### src/rtl/core_reset_sequencer.sv
`default_nettype none
// +--------------------------------------------------------------------------+
// | core_reset_sequencer                                                     |
// | Staggered multi-channel reset release followed by run-cycle supervision. |
// | Rev 1.0 - initial release                                                |
// +--------------------------------------------------------------------------+
module core_reset_sequencer #(
  parameter int NUM_CH         = 2,
  parameter int HOLD_CYCLES    = 4,
  parameter int STAGGER        = 1,
  parameter int CNT_W          = 32,
  parameter int TIMEOUT_CYCLES = 1000
) (
  input  logic              clk,
  input  logic              rst_n,
  input  logic              soft_req,
  input  logic              halt,
  output logic [NUM_CH-1:0] rst_out,
  output logic              busy,
  output logic [CNT_W-1:0]  run_cycles,
  output logic              done,
  output logic              timeout
);

  localparam int c_t_max = HOLD_CYCLES + (NUM_CH - 1) * STAGGER;
  localparam int c_tw    = $clog2(c_t_max + 1);
  localparam logic [CNT_W-1:0] c_timeout = CNT_W'(TIMEOUT_CYCLES);

  typedef enum logic [2:0] {
    ST_ASSERT  = 3'd0,
    ST_RELEASE = 3'd1,
    ST_RUN     = 3'd2,
    ST_DONE    = 3'd3,
    ST_TMO     = 3'd4
  } state_e;

  state_e            state_q, state_d;
  logic [c_tw-1:0]   t_q, t_d;
  logic [NUM_CH-1:0] rst_out_q, rst_out_d;
  logic              busy_q, busy_d;
  logic [CNT_W-1:0]  run_q, run_d;
  logic              done_q, done_d;
  logic              tmo_q, tmo_d;

  logic [c_tw-1:0]   t_inc;
  logic [CNT_W-1:0]  run_inc;
  logic [NUM_CH-1:0] rel_hit;

  assign t_inc   = t_q + c_tw'(1);
  assign run_inc = (&run_q) ? run_q : run_q + CNT_W'(1);

  // Channel i releases on the edge where the timer reaches its own slot.
  for (genvar i = 0; i < NUM_CH; i++) begin : g_ch
    localparam int c_rel = HOLD_CYCLES + i * STAGGER;
    assign rel_hit[i] = (t_inc == c_tw'(c_rel));
  end

  always_comb begin
    state_d   = state_q;
    t_d       = t_q;
    rst_out_d = rst_out_q;
    busy_d    = busy_q;
    run_d     = run_q;
    done_d    = done_q;
    tmo_d     = tmo_q;

    if (soft_req) begin
      state_d   = ST_ASSERT;
      t_d       = '0;
      rst_out_d = '1;
      busy_d    = 1'b1;
      run_d     = '0;
      done_d    = 1'b0;
      tmo_d     = 1'b0;
    end else begin
      case (state_q)
        ST_ASSERT, ST_RELEASE: begin
          t_d       = t_inc;
          rst_out_d = rst_out_q & ~rel_hit;
          if (rel_hit[NUM_CH-1]) begin
            state_d = ST_RUN;
            busy_d  = 1'b0;
          end else if (rel_hit[0]) begin
            state_d = ST_RELEASE;
          end
        end
        ST_RUN: begin
          // Halt wins over a timeout landing on the same edge.
          if (halt) begin
            state_d = ST_DONE;
            done_d  = 1'b1;
          end else begin
            run_d = run_inc;
            if (TIMEOUT_CYCLES != 0 && run_inc == c_timeout) begin
              state_d = ST_TMO;
              tmo_d   = 1'b1;
            end
          end
        end
        ST_DONE, ST_TMO: begin
          state_d = state_q;
        end
        default: begin
          state_d   = ST_ASSERT;
          t_d       = '0;
          rst_out_d = '1;
          busy_d    = 1'b1;
        end
      endcase
    end
  end

  always_ff @(posedge clk or negedge rst_n) begin
    if (!rst_n) begin
      state_q   <= ST_ASSERT;
      t_q       <= '0;
      rst_out_q <= '1;
      busy_q    <= 1'b1;
      run_q     <= '0;
      done_q    <= 1'b0;
      tmo_q     <= 1'b0;
    end else begin
      state_q   <= state_d;
      t_q       <= t_d;
      rst_out_q <= rst_out_d;
      busy_q    <= busy_d;
      run_q     <= run_d;
      done_q    <= done_d;
      tmo_q     <= tmo_d;
    end
  end

  assign rst_out    = rst_out_q;
  assign busy       = busy_q;
  assign run_cycles = run_q;
  assign done       = done_q;
  assign timeout    = tmo_q;

endmodule
`default_nettype wire

### config.mk
export PLATFORM = sky130hd
export DESIGN_NAME = core_reset_sequencer
export DESIGN_NICKNAME = d
export VERILOG_FILES = /design/src/rtl/core_reset_sequencer.sv
export SDC_FILE = /design/constraint.sdc
export NUM_CORES = 1
export LEC_CHECK = 0
export CAP_MARGIN = 20
export CORE_UTILIZATION = 60
export DETAILED_ROUTE_END_ITERATION = 10
export PLACE_DENSITY = 0.83
export SLEW_MARGIN = 20
export SYNTH_ARGS = -nofsm -noshare
export SYNTH_HDL_FRONTEND = slang
export SYNTH_SLANG_ARGS = --single-unit
### constraint.sdc
create_clock -name clk -period 5.35 [get_ports clk]
set_input_delay 0.8025 -clock clk [delete_from_list [all_inputs] [get_ports clk]]
set_output_delay 0.8025 -clock clk [all_outputs]
set_load 0.01 [all_outputs]
Word level (Yosys, flattened, before mapping)
Index checks and enable logic that the tools add are counted.

operators by class
  $add $sub $neg = 2
  eq/ne operators = 13
  muxes and demuxes = 24
  bitwise logic cells = 2
  reduce and logical (&&, ||, !) cells = 13

operator list
  operator               number
  $mux 32                4
  $add 32x1->32 const B  1
  $eq 32x10->1 const B   1
  $reduce_and 32->1      1
  $mux 3                 6
  $eq 3x3->1 const B     3
  $mux 1                 9
  $pmux 3 s3             1
  $ne 4x4->1 const B     2
  $eq 3x2->1 const B     2
  $pmux 3 s2             1
  $reduce_and 2->1       3
  $reduce_and 3->1       2
  $reduce_bool 2->1      3
  $ne 2x2->1 const B     2
  $pmux 2 s2             1
  $reduce_or 2->1        2
  $add 3x1->3 const B    1
  $eq 3x1->1 const B     1
  $logic_not 3->1        1
  $ne 3x3->1 const B     1
  $reduce_or 3->1        1
  $and 2x2->2            1
  $mux 2                 1
  other kinds (3)        3

storage, ports and cells
  logic and storage cells = 61
  bits in registers = 43
  bits of input ports = 4
  output and inout port bits = 37

Logic depth before layout (Yosys ltp)
  depth in word-level cells = 7
  depth in mapped cells = 10
  gate-level depth less buffers = 9

Worst setup path before layout
Ideal clock, no wire load.

  path type = register -> register
  start = register run_q[0], in the netlist run_cycles[0]
  end = register tmo_q, in the netlist timeout
  data required time = 5.272 ns
  stages on the path, launching flop included = 10
  buffers on the path = 0
  path slack = 2.443 ns
  clock period less this slack = 2.907 ns
  library setup time = 0.078 ns
  arrival time = 2.830 ns
  path through = dfrtp_1 ha_1 nand4_4 nor4_4 and2_4 a211oi_2 a2111oi_4 nand4_1 or4b_1 a21oi_1

between the ends
  word-level cells in the longest chain between the ends = 5
  elaborated cells between the ends (all ways) = 6
  classes of those cells = add/sub (1); eq/ne (1); mux (1); reduce/logical (3)

RTL lines
  element                                             line  source
  from (decl)                                         41    logic [CNT_W-1:0] run_q, run_d;
  from (signal assigned)                              127   run_q <= run_d;
  $add 32x1->32 or $reduce_and 32->1 (tied branches)  50    assign run_inc = (&run_q) ? run_q : run_q + CNT_W'(1);
  $mux 32 (*)                                         50
  $eq 32x10->1 (*)                                    94    if (TIMEOUT_CYCLES != 0 && run_inc == c_timeout) begin
  $reduce_bool 2->1 (no line) (*)                     n/a
  $reduce_and 3->1 (no line) (*)                      n/a
  to (signal assigned)                                129   tmo_q <= tmo_d;
  to (decl)                                           43    logic tmo_q, tmo_d;

Every way passes the cells marked *; elsewhere a longest branch is shown, timed or not.
A chain may end at the register's enable or synchronous reset.

Worst setup path after layout
Same ends and word-level chain as after synthesis.

==> results_dict.tcl <==
set metrics [dict create \
    cts-root-buf "clkbuf_8" \
    yosys_warnings 0 \
    num_io_pins 41 \
    place.gp.congestion 0.890 \
    fillers 394 \
    htreeDepth 2 \
    synth_area_per_cell_sq_um 8.33 \
    clk_latency_ps 300 \
    crit_path_end_kind "register" \
    post-route-period-util 0.598 \
    criticalPathCategory "register to register" \
    period_needed_ps 3200 \
    drt-vias-per-instance 6.10 \
    rsz0062_at_grt "no" \
    hpwl_mm 5.25 \
    final_util 0.723 \
    yosys_most_used_dff "dfrtp_1" \
    slew_violations 0 \
    synthTopCellsByCount "56 x nor2_1, 40 x dfrtp_1, 40 x nand2_1" \
    gr-usage-all-layers 0.298 \
    syn_inst 357 \
    fin_nets 392 \
    grt_max_degree 44 \
    antenna_left 0 \
    hold-worst-slack_ps 499 \
    die_x_microns 72.4 \
    first_pass_iters 4 \
    grt_remaining_overflow 0 \
    portBuffers 40 \
    ir_drop_mv 0.180 \
    syn_to_final_growth_pct 15.5 \
    cts_resized 0 \
    hp-class "register to register" \
    synth-async-reset-ratio 1.00 \
    register_area_sq_um 1080 \
    layout-drive-gt1-share 0.0623 \
    crit_family "simple AND/OR/NAND/NOR gates" \
    grt_pass1_wl_mm 12.1 \
    slowest_delay_ps 570 \
    tns_ps 0 \
    worst_pin_slew_ps 995 \
    maxCapViolCount 0 \
    numCtsBuffers 5 \
    start_kind "register" \
    clkSlewWorstSetupHoldPaths_ps 80 \
    synth.most_common_cell "nor2_1" \
    status "finished, final reports clean" \
    p_total_uw 650 \
    ctsHoldBuffers 0 \
    final_cell_count_no_fill 452 \
    cts_tree "built" \
    critPathRequiredTime_ps 5580 \
    multi_input_area_sq_um 1760 \
    p_leak_uw 0.00129 \
    antenna_found_initial 0 \
    finalHoldViolations 0 \
    initial_core_util 0.626 \
    drtIter0Drc 199 \
    die_area_sq_um 5240 \
    seq_area_frac_synth 0.363 \
    ys_seq_elements 43 \
    yosysTopAreaCellShare 0.337 \
    cts_buffer_depth 2 \
    num_antenna_cells 0 \
    yosysUniqueCellTypes 59 \
    wl_per_cell_microns 16.0 \
    drc 0 \
    synth_nets 365 \
    slew_headroom 0.337 \
    critical_path_peak_fanout 10 \
    dp_cells 444 \
    slowest_stage "or4b_1" \
    grt_pass1_vias 2563 \
    via_count 2758 \
    wl_mm 7.24 \
    cts.sinks 43 \
    crit_chain "ha_1 -> nand4_4 -> nor4_4 -> and2_4 -> a211oi_2 -> a2111oi_4 -> nand4_1 -> or4b_1 -> a21oi_1" \
    syn_area_sq_um 2970 \
    synth_area_leader_cell "dfrtp_1" \
    core_sq_um 4750 \
    setup_violations 0 \
    powerDensity_nw_per_um2 189 \
    cp_num_buf_inv 0 \
    synth_edf_count 0 \
    cts_setup_buffers 0 \
    rows 25 \
    die_h_microns 72.4 \
    fin_worst_skew_ps 5.78 \
    cp.arrival_ps 3430 \
    synth_area_leaders "dfrtp_1 34%, nor2_1 7.1%, nand2_1 5.0%" \
    max_clock_freq_mhz 313 \
]
==> routing by layer <==
layer / GRT usage / share of wire / vias to the layer above
met5: 0 / 0 / -
met4: 0.105 / 0.016 / 0
met3: 0.0556 / 0.059 / 12
met2: 0.505 / 0.49 / 103
met1: 0.380 / 0.44 / 1317
li1: - / - / 1326
==> cells in the final DEF, fill, tap and decap left out, drive strengths merged, types with 3 or more instances in the layout <==
cell type / netlist / routed
and4: 7 / 7
nor3: 12 / 12
ha: 4 / 4
xor2: 17 / 17
o21ai: 15 / 15
nand2b: 3 / 3
inv: 7 / 7
nor2b: 3 / 3
mux2i: 3 / 3
clkdlybuf4s50: 0 / 39
and3: 9 / 9
or3: 7 / 7
a21oi: 16 / 16
dfrtp: 40 / 40
nand2: 40 / 40
nor2: 56 / 56
dfstp: 3 / 3
nand3: 13 / 13
nor4: 8 / 8
mux2: 3 / 3
xnor2: 13 / 13
a31oi: 3 / 3
clkbuf: 11 / 8
nand4: 19 / 19
a211oi: 4 / 4
and2: 6 / 6
==> report_power, final <==
group	switching, uW	internal [uW]	total [uW]
Clock	105	92.8	198
Combinational	53.0	37.9	90.9
Sequential	16.7	344	361
==> final timing paths <==
kind | start | endpoint | slack [ps] | cells past startpoint
max | run_cycles[0] | timeout | 2150 | 9
min | rst_out[0] | rst_out[0] | 500 | 2
max reg2reg | run_cycles[0] | timeout | 2150 | 9
min reg2reg | rst_out[0] | rst_out[0] | 500 | 2
max in group asynchronous | rst_n | run_cycles[12] | 4060 | 1
min in group asynchronous | rst_n | run_cycles[16] | 650 | 1
==> registers in the layout, summed over array words and instances, names as in the netlist <==
register	count
state_q	3
done	1
t_q	3
rst_out	2
timeout	1
busy	1
run_cycles	32
==> metrics by stage <==
stage / instance area, sq um / setup slack (ps)
floorplan: 2970 / 2440
finish: 3440 / 2150
global route: 3440 / 1840
detailed placement: 3360 / 2170
global placement: 3360 / 2260
CTS: 3440 / 2170
==> worst register-to-register path, cell delays in order, from the launching register on <==
cell and delay (ps):
dfrtp_1 470, ha_1 360, nand4_4 180, nor4_4 550, and2_4 270, a211oi_2 90, a2111oi_4 340, nand4_1 150
or4b_1 570, a21oi_1 160
==> logic make-up after synthesis <==
| kind of cell | after synthesis | share of synthesized area |
|---|---|---|
| simple gates | 190 | 0.336 |
| compound gates | 56 | 0.130 |
| flops | 43 | 0.363 |
| xor+xnor | 30 | 0.0883 |
| buf+inv | 28 | 0.0442 |
| mux | 6 | 0.0215 |
| fa+ha+maj | 4 | 0.0168 |
==> cell type report <==
class                   count  area share
multi-input cells         286       0.513
flip-flops and latches     43       0.314
repair buffers             41       0.117
well taps                  67      0.0244
clock buffers               8      0.0233
inverters                   7     0.00765
(Power assumes the default switching activity.)
